$ cat config.mk
export PLATFORM = sky130hd
export DESIGN_NAME = line_buffer_ctrl_flat
export DESIGN_NICKNAME = d
export VERILOG_FILES = /design/src/rtl/line_buffer_ctrl_if.sv /design/src/rtl/line_buffer_ctrl.sv /design/src/flat_wrapper.sv
export SDC_FILE = /design/constraint.sdc
export NUM_CORES = 1
export LEC_CHECK = 0
export BUFFER_PORTS_ARGS = -buffer_cell sky130_fd_sc_hd__buf_2
export CORE_MARGIN = 2
export CORE_UTILIZATION = 57
export CTS_BUF_LIST = sky130_fd_sc_hd__clkbuf_16
export DETAILED_ROUTE_END_ITERATION = 7
export HOLD_SLACK_MARGIN = 0.02
export PLACE_DENSITY = 0.9
export RECOVER_POWER = 25
export SLEW_MARGIN = 20
export SYNTH_ARGS = -nofsm -noshare
export SYNTH_HDL_FRONTEND = slang
export SYNTH_SLANG_ARGS = --single-unit
$ cat constraint.sdc
create_clock -name clk -period 3.5 [get_ports clk]
set_clock_uncertainty 0.1 [all_clocks]
set_input_delay 0.35 -clock clk [delete_from_list [all_inputs] [get_ports clk]]
set_output_delay 0.35 -clock clk [all_outputs]
set_load 0.01 [all_outputs]
$ cat src/rtl/line_buffer_ctrl_if.sv
// Pixel-stream, line-buffer RAM and window-output signals
// of the sliding-window line buffer controller.
`ifndef LOG2
`define LOG2(x) $clog2(x)
`endif

interface line_buffer_ctrl_if #(
  parameter int FILTER_SIZE = -1,
  parameter int IMAGE_SIZE  = -1,
  parameter int D_WIDTH     = -1
);
  localparam int AW = `LOG2(IMAGE_SIZE);
  localparam int WW = D_WIDTH*FILTER_SIZE*FILTER_SIZE;

  logic               in_valid;
  logic               in_ready;
  logic [D_WIDTH-1:0] in_data;
  logic               lb_clk_en;
  logic [AW-1:0]      lb_wr_addr;
  logic [AW-1:0]      lb_rd_addr;
  logic [D_WIDTH-1:0] lb_in_data;
  logic [WW-1:0]      lb_window;
  logic               out_valid;
  logic               out_ready;
  logic [WW-1:0]      out_window;
  logic               out_last;
  logic               frame_done;

  modport slave (
    input  in_valid, in_data, lb_window, out_ready,
    output in_ready, lb_clk_en, lb_wr_addr, lb_rd_addr,
    output lb_in_data, out_valid, out_window, out_last,
    output frame_done
  );

  modport master (
    output in_valid, in_data, lb_window, out_ready,
    input  in_ready, lb_clk_en, lb_wr_addr, lb_rd_addr,
    input  lb_in_data, out_valid, out_window, out_last,
    input  frame_done
  );
endinterface

$ cat src/rtl/line_buffer_ctrl.sv
// Line buffer controller: RAM addressing, raster tracking and
// registered window output with valid/ready backpressure.
`ifndef LOG2
`define LOG2(x) $clog2(x)
`endif

module line_buffer_ctrl #(
  parameter int FILTER_SIZE = -1,
  parameter int IMAGE_SIZE  = -1,
  parameter int D_WIDTH     = -1
) (
  input  logic               clk,
  input  logic               rst,
  line_buffer_ctrl_if.slave  bus
);
  localparam int AW    = `LOG2(IMAGE_SIZE);
  localparam int DEPTH = IMAGE_SIZE-(FILTER_SIZE-1);
  localparam int WW    = D_WIDTH*FILTER_SIZE*FILTER_SIZE;

  localparam logic [AW-1:0] PTR_MAX  = AW'(DEPTH-1);
  localparam logic [AW-1:0] N_MAX    = AW'(IMAGE_SIZE-1);
  localparam logic [AW-1:0] F_EDGE   = AW'(FILTER_SIZE-1);
  localparam logic [AW-1:0] FILL_ROW = AW'(FILTER_SIZE-2);

  typedef enum logic {FILL, STREAM} state_t;

  state_t        r_state, w_state_nxt;
  logic [AW-1:0] r_ptr, r_row, r_col;
  logic          r_out_valid, r_out_last, r_frame_done;
  logic [WW-1:0] r_out_window;

  logic w_ready, w_accept, w_col_end, w_row_end;
  logic w_frame_end, w_win_hit;

  assign w_ready     = !rst && (!r_out_valid || bus.out_ready);
  assign w_accept    = bus.in_valid && w_ready;
  assign w_col_end   = (r_col == N_MAX);
  assign w_row_end   = (r_row == N_MAX);
  assign w_frame_end = w_accept && w_col_end && w_row_end;
  assign w_win_hit   = w_accept && (r_state == STREAM)
                     && (r_col >= F_EDGE);

  assign bus.in_ready   = w_ready;
  assign bus.lb_clk_en  = w_accept;
  assign bus.lb_wr_addr = r_ptr;
  // Read one slot ahead so the sync-read RAM yields a full row delay
  assign bus.lb_rd_addr = (r_ptr == PTR_MAX) ? '0 : r_ptr + 1'b1;
  assign bus.lb_in_data = bus.in_data;
  assign bus.out_valid  = r_out_valid;
  assign bus.out_window = r_out_window;
  assign bus.out_last   = r_out_last;
  assign bus.frame_done = r_frame_done;

  always_comb begin
    w_state_nxt = r_state;
    unique case (r_state)
      FILL:
        if (w_accept && r_row == FILL_ROW && w_col_end)
          w_state_nxt = STREAM;
      STREAM:
        if (w_frame_end)
          w_state_nxt = FILL;
      default: w_state_nxt = FILL;
    endcase
  end

  always_ff @(posedge clk) begin
    if (rst) r_state <= FILL;
    else     r_state <= w_state_nxt;
  end

  always_ff @(posedge clk) begin
    if (rst) begin
      r_ptr <= '0;
      r_row <= '0;
      r_col <= '0;
    end else if (w_accept) begin
      r_ptr <= (r_ptr == PTR_MAX) ? '0 : r_ptr + 1'b1;
      if (w_col_end) begin
        r_col <= '0;
        r_row <= w_row_end ? '0 : r_row + 1'b1;
      end else begin
        r_col <= r_col + 1'b1;
      end
    end
  end

  always_ff @(posedge clk) begin
    if (rst) begin
      r_out_valid  <= 1'b0;
      r_out_window <= '0;
      r_out_last   <= 1'b0;
      r_frame_done <= 1'b0;
    end else begin
      r_frame_done <= w_frame_end;
      if (w_win_hit) begin
        r_out_valid  <= 1'b1;
        r_out_window <= bus.lb_window;
        r_out_last   <= w_col_end && w_row_end;
      end else if (bus.out_ready) begin
        r_out_valid  <= 1'b0;
      end
    end
  end
endmodule

$ cat src/flat_wrapper.sv
// flat-port wrapper written by rule: the top's interface ports become plain ports
module line_buffer_ctrl_flat 
#(
  parameter int FILTER_SIZE = -1,
  parameter int IMAGE_SIZE  = -1,
  parameter int D_WIDTH     = -1
)
  (clk, rst, bus_in_valid, bus_in_data, bus_lb_window, bus_out_ready, bus_in_ready, bus_lb_clk_en, bus_lb_wr_addr, bus_lb_rd_addr, bus_lb_in_data, bus_out_valid, bus_out_window, bus_out_last, bus_frame_done);
  line_buffer_ctrl_if #(.FILTER_SIZE(FILTER_SIZE), .IMAGE_SIZE(IMAGE_SIZE), .D_WIDTH(D_WIDTH)) bus_i ();
  input  logic clk;
  input  logic rst;
  input wire logic [$bits(bus_i.in_valid)-1:0] bus_in_valid;
  input wire logic [$bits(bus_i.in_data)-1:0] bus_in_data;
  input wire logic [$bits(bus_i.lb_window)-1:0] bus_lb_window;
  input wire logic [$bits(bus_i.out_ready)-1:0] bus_out_ready;
  output wire logic [$bits(bus_i.in_ready)-1:0] bus_in_ready;
  output wire logic [$bits(bus_i.lb_clk_en)-1:0] bus_lb_clk_en;
  output wire logic [$bits(bus_i.lb_wr_addr)-1:0] bus_lb_wr_addr;
  output wire logic [$bits(bus_i.lb_rd_addr)-1:0] bus_lb_rd_addr;
  output wire logic [$bits(bus_i.lb_in_data)-1:0] bus_lb_in_data;
  output wire logic [$bits(bus_i.out_valid)-1:0] bus_out_valid;
  output wire logic [$bits(bus_i.out_window)-1:0] bus_out_window;
  output wire logic [$bits(bus_i.out_last)-1:0] bus_out_last;
  output wire logic [$bits(bus_i.frame_done)-1:0] bus_frame_done;
  assign bus_i.in_valid = bus_in_valid;
  assign bus_i.in_data = bus_in_data;
  assign bus_i.lb_window = bus_lb_window;
  assign bus_i.out_ready = bus_out_ready;
  assign bus_in_ready = bus_i.in_ready;
  assign bus_lb_clk_en = bus_i.lb_clk_en;
  assign bus_lb_wr_addr = bus_i.lb_wr_addr;
  assign bus_lb_rd_addr = bus_i.lb_rd_addr;
  assign bus_lb_in_data = bus_i.lb_in_data;
  assign bus_out_valid = bus_i.out_valid;
  assign bus_out_window = bus_i.out_window;
  assign bus_out_last = bus_i.out_last;
  assign bus_frame_done = bus_i.frame_done;
  line_buffer_ctrl #(.FILTER_SIZE(FILTER_SIZE), .IMAGE_SIZE(IMAGE_SIZE), .D_WIDTH(D_WIDTH)) u_core (.clk(clk), .rst(rst), .bus(bus_i));
endmodule
== Word level (Yosys, flattened, before mapping) ==
Cells that the tools add are included.
W data, S select, Z words.

* Bits in registers: 103
* Word-level logic and storage cells: 39

* Add/subtract/negate cells: 3
* $lt $le $gt $ge: 1
* Equal/unequal tests: 3
* Muxes and demuxes: 8
* Bitwise logic cells: 1
* Reduce and logical (&&, ||, !) cells: 15

{| class="wikitable"
|+ Operators with widths
! kind !! number
|-
| $add A32 B1 Y32 const B || 3
|-
| $eq A32 B32 Y1 const B || 3
|-
| $mux W32 || 3
|-
| $ge A32 B32 Y1 const B || 1
|-
| $logic_not A32 Y1 || 1
|-
| $logic_and A1 B1 Y1 || 9
|-
| $mux W1 || 4
|-
| $logic_not A1 Y1 || 2
|-
| $pmux W1 S2 || 1
|-
| $reduce_and A2 Y1 || 1
|-
| $reduce_bool A2 Y1 || 1
|-
| $logic_or A1 B1 Y1 || 1
|-
| $not A1 Y1 || 1
|}

== Depth between registers and ports, before layout ==
Gate-level depths: netlist of run 1.

* Depth after elaboration: 8
* Gate-level depth with buffers: 10
* Gate-level depth less buffers: 8

== Least setup slack after synthesis of run 1 ==
No wires, ideal clock.

* Path type: reg2out
* Start point: register u_core.r_ptr[6] (netlist: u_core.bus.lb_wr_addr[6])
* End point: output bus_lb_rd_addr[27]
* Arrival: 1892 ps
* Required time: 3050 ps
* Slack: 1158 ps
* Stages on the path, launching flop included: 7
* Path buffers: 1
* Cell sequence: dfxtp_1 clkbuf_1 nand4_1 or4_1 nor3_2 nand2_1 xnor2_1

* Cells in the longest elaborated chain, start to end: 2
* Elaborated cells on any way between the ends: 3

{| class="wikitable"
|+ Ends and longest elaborated chain
! element !! RTL line !! text
|-
| start: declaration || line_buffer_ctrl.sv:28 || <nowiki>logic [AW-1:0] r_ptr, r_row, r_col;</nowiki>
|-
| start signal: assignment || line_buffer_ctrl.sv:78 || <nowiki>r_ptr <= (r_ptr == PTR_MAX) ? '0 : r_ptr + 1'b1;</nowiki>
|-
| $add A32 B1 Y32 or $logic_not A32 Y1 (tied branches) || line_buffer_ctrl.sv:47 || <nowiki>assign bus.lb_rd_addr = (r_ptr == PTR_MAX) ? '0 : r_ptr + 1'b1;</nowiki>
|-
| $mux W32 * || line_buffer_ctrl.sv:47 ||
|-
| end: declaration || flat_wrapper.sv:19 || <nowiki>output wire logic [$bits(bus_i.lb_rd_addr)-1:0] bus_lb_rd_addr;</nowiki>
|}

Every way passes the cells marked *; elsewhere a longest branch is shown, timed or not.

== Final worst setup path of run 1 ==
* Start point: register u_core.r_ptr[0] (netlist: u_core.bus.lb_wr_addr[0])
* End point: output bus_lb_rd_addr[28]

The elaborated chain is that of the path after synthesis.

==> results of run 1 <==
state kept, by name, summed over array words and instances, names as in the netlist:
name,cells
u_core.bus.frame_done,1
u_core.bus.lb_wr_addr,32
u_core.bus.out_last,1
u_core.bus.out_valid,1
u_core.bus.out_window,1
u_core.bus.out_window[-1],1
u_core.bus.out_window[-2],1
u_core.r_col,32
u_core.r_row,32
u_core.r_state,1
logic make-up (layout without fill, tap and decap cells):
group | after synthesis | in the layout
mux | 4 | 4
flops | 103 | 103
fa+ha+maj | 7 | 7
buf+inv | 46 | 115
xor+xnor | 85 | 85
simple gates | 355 | 355
compound gates | 82 | 82
power by group through the flow:
stage | clock network [mW] | registers [mW] | logic [mW]
floorplan | 0 | 1.21 | 0.0588
CTS | 1.01 | 1.19 | 0.0883
detailed placement | 0 | 1.21 | 0.0879
global placement | 0 | 1.21 | 0.0856
global route | 1.07 | 1.19 | 0.0964
finish | 1.00 | 1.19 | 0.0882
worst register-to-register path: stages (launching register included):
cell and delay [ns]:
dfxtp_1 0.45, nand4_1 0.19, nor4_1 0.62, nor2b_1 0.62
nand3_1 0.18, or3_1 0.36, a21oi_1 0.16
synth_stat cells, types with 12 or more instances:
library cell,count
a21oi_1,33
or3_1,15
nand3_1,43
nor3_1,15
clkbuf_1,20
xor2_1,42
inv_1,12
o21ai_0,33
xnor2_1,43
dfxtp_1,103
nor2_1,108
and3_1,20
nand4_1,28
and4_1,14
nand2_1,53
through the flow:
stage               cell area, um^2  std cells  setup WS (ns)  utilization, %  hold WS [ns]
floorplan                      5430        682           1.16               -         0.353
global placement               5900        864          0.933            63.8         0.367
detailed placement             5900        864          0.905            63.8         0.382
CTS                            6190        880          0.553            67.0         0.149
global route                   6150        880          0.259            66.5         0.179
finish                         6150        880          0.513            66.5         0.155
worst paths after layout:
path	cells past startpoint	slack, ns	from	endpoint
worst max-delay path	7	0.51	u_core.bus.lb_wr_addr[0]$_SDFFE_PP0N_	bus_lb_rd_addr[28]
worst min register to register	2	0.39	u_core.r_row[30]$_SDFFE_PP0N_	u_core.r_row[30]$_SDFFE_PP0N_
worst min-delay path	3	0.15	bus_lb_window[0]	u_core.bus.out_window[0]$_SDFFE_PP0P_
worst max register to register	6	0.76	u_core.r_row[4]$_SDFFE_PP0N_	u_core.r_row[23]$_SDFFE_PP0N_
metal layers:
layer	up-vias	track usage, %	share of wire [%]
met5	-	0	0
met4	0	10.9	2.1
met3	28	5.04	6.3
met2	197	43.5	48
met1	2443	34.0	43
li1	2500	-	-
final cells by class:
cell class	instances	area (um^2)
multi-input cells	533	3170
fillers	742	3090
flip-flops and latches	103	2060
repair buffers	86	403
clock buffers	9	225
well taps	129	161
clock inverters	7	72.6
inverters	13	48.8
==> results.md, run 1 <==
- Psw: 517 uW
- Post-DR wirelength/cell: 14.9 um
- Synth Area in XOR/XNOR: 13.7%
- Port buffer count: 78
- Routability Congestion: 0.947
- Crit-path max cell delay: 0.44 ns
- Largest area contributor in the netlist: dfxtp_1
- Iteration-0 DRC Markers: 335
- Comb pwr share: 3.9%
- Sw Share: 22.7%
- 1st-pass router iterations: 5
- Initial Utilization: 58.8%
- Number of global-route vias before repair: 4840
- Crit path kind: flip-flop to output pin
- Post-Syn Area per Cell: 7.96 um^2
- P_leak: 2.26 nW
- Mux cell area share after synthesis: 0.737%
- Area grow syn2layout: 13.2%
- Worst Tran Pin Value: 0.789 ns
- Arrival time of the worst setup path: 2.54 ns
- Fmax: 0.335 GHz
- CP Data Required Time: 3.05 ns
- Drt drc: 0
- Antenna diode instance count: 0
- Slew HR: 47.3%
- Commonest non-fill, non-tap cell in the layout: nor2_1
- Register area share after synthesis: 38.0%
- Syn Nets: 699
- Largest net degree at the start of global routing: 52
- Nature of the critical path endpoint: output pin
- Clk sinks: 103
- Main combinational cell family by area after synthesis: simple AND/OR/NAND/NOR gates
- Clock tree buffer depth: 2
- Min-delay worst type: primary input to flip-flop
- Vias per inst: 5.87
- ANT nets after route: 0
- Detailed placement HPWL: 9250 um
- Yosys warnings: 0
- Num CTS Buffers: 9
- Fin. Hold Viols: 0
- CTS tree: done
- Global route overflow: 0
- RSZ-0062 raised after global routing: no
- Peak VDD IR: 0.000201 V
- PwrDens: 371 nW/um^2
- Vias: 5168
- Setup TNS: 0 ns
- Post-CTS sizing: 0
- Post-synth top flop: dfxtp_1
- Worst path top cell family by delay: simple AND/OR/NAND/NOR gates
- Post-synth EDFFs: 0
- Worst path slowest cell: dfxtp_1
- Commonest non-fill, non-tap cells in the layout: nor2_1 (108), dfxtp_1 (103), nand2_1 (53), nand3_1 (43), xnor2_1 (43)
- Clk slew on worst S/H paths: 0.07 ns
- Setup-failing EPs final: 0
- Post-synthesis adder-cell area fraction: 1.61%
- Maxcap violations: 0
- Yosys reg bits: 103
- Final #Nets: 763
- Post-synthesis cell count: 682
- Buffers & Inverters on Critical Path: 1
- Final WL: 13100 um
- Fin. max-slew vios: 0
- Fin crit share: 85.4%
- Number of cell rows: 35
- Core area: 9240 um^2
- Worst skew pair latency: 0.34 ns
- Overall power: 2.28 mW
- Status: finished clean
- Post-CTS Hold Fix Bufs: 0
- CTS H-tree lvls: 3
- Die width: 102 um
- Synthesized area: 5430 um^2
- Cells along the critical path: ha_1 > and2_1 > nand3_1 > nor3_1 > nand3_1 > xnor2_1 > buf_2
- Root Driver: clkbuf_16
- Initial antenna violation count: 0
- Area of the die: 10300 um^2
- Period minus WS final: 2.99 ns
- Synth Area in Simple Gates: 34.2%
- Synth area leaders: dfxtp_1 (38%), nor2_1 (7.5%), xnor2_1 (6.9%)
- Die height: 102 um
- GRT Total Usage: 26.5%
- Top cell type's share of synthesized area: 38.0%
- Most used cell, CP: nand3_1
- I/O pin count: 85
- Post-CTS setup buffer count: 0
- Compound-Gate Fraction of Synth Area: 8.23%
- Internal power: 1.76 mW
- Clk pwr share: 44.1%
- Crit Path Max Fanout: 8
- Startpoint types: flip-flop
- Share of layout cells above drive strength 1: 9.85%
- Cell variety after synth: 45
- Asr flop ratio synth: 0%
- Reg power frac: 52.0%
- First-pass GRT wire length: 22300 um
Power figures use the tool's default switching activity.
==> run 2, diff against run 1 <==
==> constraint.sdc (replaced) <==
create_clock -name clk -period 3.9 [get_ports clk]
set_clock_uncertainty 0.1 [all_clocks]
set_input_delay 0.39 -clock clk [delete_from_list [all_inputs] [get_ports clk]]
set_output_delay 0.39 -clock clk [all_outputs]
set_load 0.01 [all_outputs]
==> run 2 against run 1 <==
Cell count is 0.23% lower. Clock power shrank 7%. Count of clock-buffer cells in the layout unchanged. Register-to-register slack improved by 0.34 ns. Flip-flop and latch count did not move. Via count grew 1.0%. Critical path depth decreased by 1. Setup slack improved by 0.39 ns. Utilization is 0.081 points lower. Cell area shrank 0.12%. Highest routed layer unchanged.
==> results.md, run 2 (synthesis results as in run 1) <==
- Status: finished clean
- Min-delay worst type: primary input to flip-flop
- ANT nets after route: 0 (unchanged)
- CTS tree: done
- Most used cell, CP: nand2_1
- Commonest non-fill, non-tap cell in the layout: nor2_1
- Final WL: 13600 um (+3.3%)
- Post-DR wirelength/cell: 15.5 um (+3.5%)
- Number of global-route vias before repair: 4975 (+2.8%)
- Maxcap violations: 0 (unchanged)
- Root Driver: clkbuf_16
- Setup-failing EPs final: 0 (unchanged)
- CTS H-tree lvls: 3 (unchanged)
- Critical Path End: bus_lb_rd_addr[21]
- Fin. Hold Viols: 0 (unchanged)
- CP Data Required Time: 3.41 ns (+0.36 ns)
- Largest net degree at the start of global routing: 51 (-1.9%)
- Arrival time of the worst setup path: 2.51 ns (-0.03 ns)
- Design area: 6140 um^2 (-0.12%)
- Reg2Reg Capture Point: u_core.r_row[21]$_SDFFE_PP0N_
- Initial antenna violation count: 0 (unchanged)
- Worst path depth: 6 (-1)
- Sequential Area: 2060 um^2 (unchanged)
- Share of layout cells above drive strength 1: 9.35% (-0.51 points)
- Vias per inst: 5.95 (+1.3%)
- I/O pin count: 85 (unchanged)
- Commonest non-fill, non-tap cells in the layout: nor2_1 (108), dfxtp_1 (103), nand2_1 (53), nand3_1 (43), xnor2_1 (43)
- P_leak: 2.26 nW (+0.14%)
- RSZ-0062 raised after global routing: no
- Clk sinks: 103 (unchanged)
- Buffers & Inverters on Critical Path: 1 (unchanged)
- Crit Path Max Fanout: 8 (unchanged)
- Slew HR: 47.0% (-0.33 points)
- Number of cell rows: 35 (unchanged)
- Post-CTS Hold Fix Bufs: 0 (unchanged)
- Reg2reg start: u_core.r_row[8]$_SDFFE_PP0N_
- Worst Tran Pin Value: 0.790 ns (+0.00165 ns)
- Fin. max-slew vios: 0 (unchanged)
- FF-to-FF setup slack: 1.10 ns (+0.34 ns)
- GRT Total Usage: 27.7% (+1.3 points)
- Vias: 5222 (+1.0%)
- Period minus WS final: 3.00 ns
- 1st-pass router iterations: 5 (unchanged)
- Cells along the critical path: nand2_1 > nor4_1 > nand2_1 > nor2_1 > xor2_1 > buf_2
- Fin crit share: 76.9%
- Footprint of the multi-input gates: 3170 um^2 (unchanged)
- Clk slew on worst S/H paths: 0.07 ns (about the same)
- Crit. Startpoint: u_core.bus.lb_wr_addr[0]$_SDFFE_PP0N_
- Fmax: 0.333 GHz
- Post-placement setup slack: 1.27 ns (+0.368 ns)
- Initial Utilization: 58.8% (unchanged)
- Die height: 102 um (unchanged)
- Iteration-0 DRC Markers: 338 (+0.90%)
- Hold Worst Slack: 0.171 ns (+0.0157 ns)
- PwrDens: 339 nW/um^2 (-8.5%)
- First-pass GRT wire length: 23200 um (+4.3%)
- Detailed placement HPWL: 9350 um (+1.1%)
- Crit-path max cell delay: 0.67 ns (+0.23 ns)
- Global route overflow: 0 (unchanged)
- Fillers: 734 (-1.1%)
- Worst r2r path cells: 6 (unchanged)
- Drt drc: 0 (unchanged)
- Worst skew pair latency: 0.34 ns (about the same)
- Antenna diode instance count: 0 (unchanged)
- Routability Congestion: 0.980 (+3.5%)
- Post-DP Area: 5880 um^2 (-0.25%)
- Area grow syn2layout: 13.1%
- Nature of the critical path endpoint: output pin
- Final #Nets: 761 (-0.26%)
- Hold path depth: 2 (-1)
- Setup TNS: 0 ns (unchanged)
- Die width: 102 um (unchanged)
- Worst path top cell family by delay: simple AND/OR/NAND/NOR gates
- Port buffer count: 78 (unchanged)
- Post-CTS sizing: 0 (unchanged)
- Startpoint types: flip-flop
- Overall power: 2.08 mW (-8.6%)
- Post-CTS setup buffer count: 0 (unchanged)
- Core area: 9240 um^2 (unchanged)
- Num CTS Buffers: 9 (unchanged)
- Worst path slowest cell: nor4_1
- Clock tree buffer depth: 2 (unchanged)
- Crit path kind: flip-flop to output pin
- Area of the die: 10300 um^2 (unchanged)
- Peak VDD IR: 0.000257 V (+28%)
- Final WS setup: 0.901 ns (+0.388 ns)
run 2: changes by cell type in the layout (fill, tap and decap cells not counted), sizes merged:
cell and change:
buf -2, bufinv +1, clkinv +2, clkinvlp -2
inv -1
run 2: cell type report:
| type | instances | share of cell area [%] |
|---|---|---|
| tap | 129 | 2.63 |
| clock buffer | 9 | 3.67 |
| multi-input combinational | 533 | 51.7 |
| inverter | 13 | 0.795 |
| clock inverter | 7 | 1.30 |
| sequential | 103 | 33.6 |
| timing repair buffer | 84 | 6.32 |
run 2: metrics by stage:
| stage | std cells | util [%] |
|---|---|---|
| floorplan | 682 | - |
| global placement | 862 | 63.6 |
| detailed placement | 862 | 63.6 |
| CTS | 878 | 66.9 |
| global route | 878 | 66.4 |
| finish | 878 | 66.4 |
run 2: routing by layer:
| layer | part of all wire [%] | global-route usage (%) | routed length (um) |
|---|---|---|---|
| met5 | 0 | 0 | 0 |
| met1 | 41 | 34.6 | 5500 |
| met3 | 7.4 | 5.31 | 999 |
| met2 | 49 | 46.2 | 6650 |
| met4 | 3.1 | 12.8 | 418 |
run 2: how the worst min path moves through the flow:
stage	slack (ns)	from	to
CTS	0.16	rst	u_core.bus.out_valid$_SDFFE_PP0P_
global placement	0.37	u_core.r_row[17]$_SDFFE_PP0N_	u_core.r_row[17]$_SDFFE_PP0N_
global route	0.18	rst	u_core.bus.out_valid$_SDFFE_PP0P_
detailed placement	0.38	u_core.r_row[30]$_SDFFE_PP0N_	u_core.r_row[30]$_SDFFE_PP0N_
finish	0.17	rst	u_core.bus.out_valid$_SDFFE_PP0P_
floorplan	0.35	u_core.r_row[17]$_SDFFE_PP0N_	u_core.r_row[17]$_SDFFE_PP0N_
run 2: worst reg2reg max path: cells and delay by family (launching register included):
family	cells	cell delay [ns]
compound gates	1	0.15
flops	1	0.47
simple gates	5	2.01
run 2: power by group:
part / internal (mW) / switching, mW
registers: 1.06 / 0.00793
clock network: 0.553 / 0.382
logic: 0.0252 / 0.0575
total: 1.63 / 0.448
==> run 3, diff against run 2 <==
==> constraint.sdc (replaced) <==
create_clock -name clk -period 3 [get_ports clk]
set_clock_uncertainty 0.1 [all_clocks]
set_input_delay 0.3 -clock clk [delete_from_list [all_inputs] [get_ports clk]]
set_output_delay 0.3 -clock clk [all_outputs]
set_load 0.01 [all_outputs]
==> run 3 against run 2 <==
Via count grew 0.17%. Critical path depth up 1. Total power rose by 29%. Hold slack worse by 0.081 ns. Sequential power increased by 30%. Critical path type unchanged. Sequential share of layout area shrank 0.27 points. Setup slack worse by 0.71 ns. Non-clock buffer count increased by 5. Die area unchanged. Register-to-register slack worse by 0.61 ns. Cell count up 0.57%.
==> results.md, run 3 (synthesis results as in run 1) <==
- Status: finished clean
- CTS tree: done
- Clk sinks: 103 (unchanged)
- Crit path kind: flip-flop to output pin
- Vias per inst: 5.92 (-0.39%)
- Routability Congestion: 0.991 (+1.1%)
- Clk slew on worst S/H paths: 0.08 ns (about the same)
- Core area: 9240 um^2 (unchanged)
- Commonest non-fill, non-tap cells in the layout: nor2_1 (108), dfxtp_1 (103), nand2_1 (53), nand3_1 (43), xnor2_1 (43)
- Worst skew pair latency: 0.35 ns (about the same)
- 1st-pass router iterations: 6 (+1)
- Detailed placement HPWL: 9700 um (+3.7%)
- Period minus WS final: 2.80 ns
- Overall power: 2.69 mW (+29%)
- Number of cell rows: 35 (unchanged)
- Global route overflow: 0 (unchanged)
- Arrival time of the worst setup path: 2.40 ns (-0.11 ns)
- Slew HR: 46.2% (-0.81 points)
- Port buffer count: 78 (unchanged)
- Design area: 6190 um^2 (+0.82%)
- Area grow syn2layout: 14.0%
- Num CTS Buffers: 9 (unchanged)
- Maxcap violations: 0 (unchanged)
- Commonest non-fill, non-tap cell in the layout: nor2_1
- Clock tree buffer depth: 2 (unchanged)
- Initial antenna violation count: 1 (+1)
- Post-CTS setup buffer count: 0 (unchanged)
- Share of layout cells above drive strength 1: 10.6% (+1.3 points)
- Final #Nets: 766 (+0.66%)
- Post-DP Area: 5920 um^2 (+0.64%)
- Setup TNS: 0 ns (unchanged)
- Fin. Hold Viols: 0 (unchanged)
- Largest net degree at the start of global routing: 37 (-27%)
- Root Driver: clkbuf_16
- ANT nets after route: 0 (unchanged)
- First-pass GRT wire length: 23200 um (-0.18%)
- Initial Utilization: 58.8% (unchanged)
- Area of the die: 10300 um^2 (unchanged)
- Nature of the critical path endpoint: output pin
- Fin crit share: 93.5%
- Iteration-0 DRC Markers: 332 (-1.8%)
- RSZ-0062 raised after global routing: no
- CP Data Required Time: 2.60 ns (-0.81 ns)
- Peak VDD IR: 0.000282 V (+10%)
- Final WL: 13900 um (+2.7%)
- CTS H-tree lvls: 3 (unchanged)
- Setup-failing EPs final: 0 (unchanged)
- Startpoint types: flip-flop
- Drt drc: 0 (unchanged)
- Die height: 102 um (unchanged)
- I/O pin count: 85 (unchanged)
- Post-CTS sizing: 0 (unchanged)
- GRT Total Usage: 27.8% (+0.041 points)
- P_leak: 2.31 nW (+2.2%)
- Crit Path Max Fanout: 8 (unchanged)
- PwrDens: 435 nW/um^2 (+28%)
- Worst Tran Pin Value: 0.800 ns (+0.0100 ns)
- Die width: 102 um (unchanged)
- Antenna diode instance count: 0 (unchanged)
- Vias: 5231 (+0.17%)
- Post-DR wirelength/cell: 15.8 um (+2.1%)
- Post-CTS Hold Fix Bufs: 0 (unchanged)
- Fmax: 0.357 GHz
- Min-delay worst type: primary input to flip-flop
- Fin. max-slew vios: 0 (unchanged)
- Number of global-route vias before repair: 4866 (-2.2%)
[run 3: layer usage]
layer  global-route usage (%)  routed length [um]
met3                     6.07                1060
met4                     8.21                 238
met5                        0                   0
met2                     47.9                7010
met1                     34.7                5630
[run 3: worst max-delay path, cell delays in order (launching register included)]
cell and delay [ns]:
dfxtp_1 0.46, ha_1 0.29, and2_1 0.19, nand3_1 0.23, nor3_4 0.30, and3_1 0.26, xor2_1 0.16, buf_2 0.15
[run 3: cell type report]
cell class                 count  area (um^2)
multi-input combinational    533         3190
fill                         739         3050
sequential                   103         2060
timing repair buffer          89          423
clock buffer                   9          225
tap                          129          161
clock inverter                 7         77.6
inverter                      13         48.8
[run 3: where the power goes]
group          leakage [nW]  switching (mW)  internal (mW)  total (mW)
logic                  1.33          0.0757         0.0334       0.109
clock network         0.147           0.545          0.656        1.20
registers             0.830          0.0109           1.37        1.38
[run 3: stage by stage]
stage	util (%)	hold WS [ns]	std cells	setup WS, ns
2_1_floorplan	-	0.344	682	0.708
3_3_place_gp	64.0	0.366	867	0.628
3_5_place_dp	64.0	0.381	867	0.537
4_1_cts	67.3	0.0921	883	0.131
5_1_grt	67.0	0.103	883	0.0174
6_report	67.0	0.0899	883	0.195
[run 3: final timing paths]
path | to | slack [ns] | cells after the start | startpoint
worst max-delay path | bus_lb_rd_addr[30] | 0.20 | 7 | u_core.bus.lb_wr_addr[0]$_SDFFE_PP0N_
worst min-delay path | u_core.bus.out_window[0]$_SDFFE_PP0P_ | 0.09 | 3 | bus_lb_window[0]
worst max register to register | u_core.r_row[21]$_SDFFE_PP0N_ | 0.49 | 7 | u_core.r_row[8]$_SDFFE_PP0N_
worst min register to register | u_core.r_row[17]$_SDFFE_PP0N_ | 0.39 | 2 | u_core.r_row[17]$_SDFFE_PP0N_
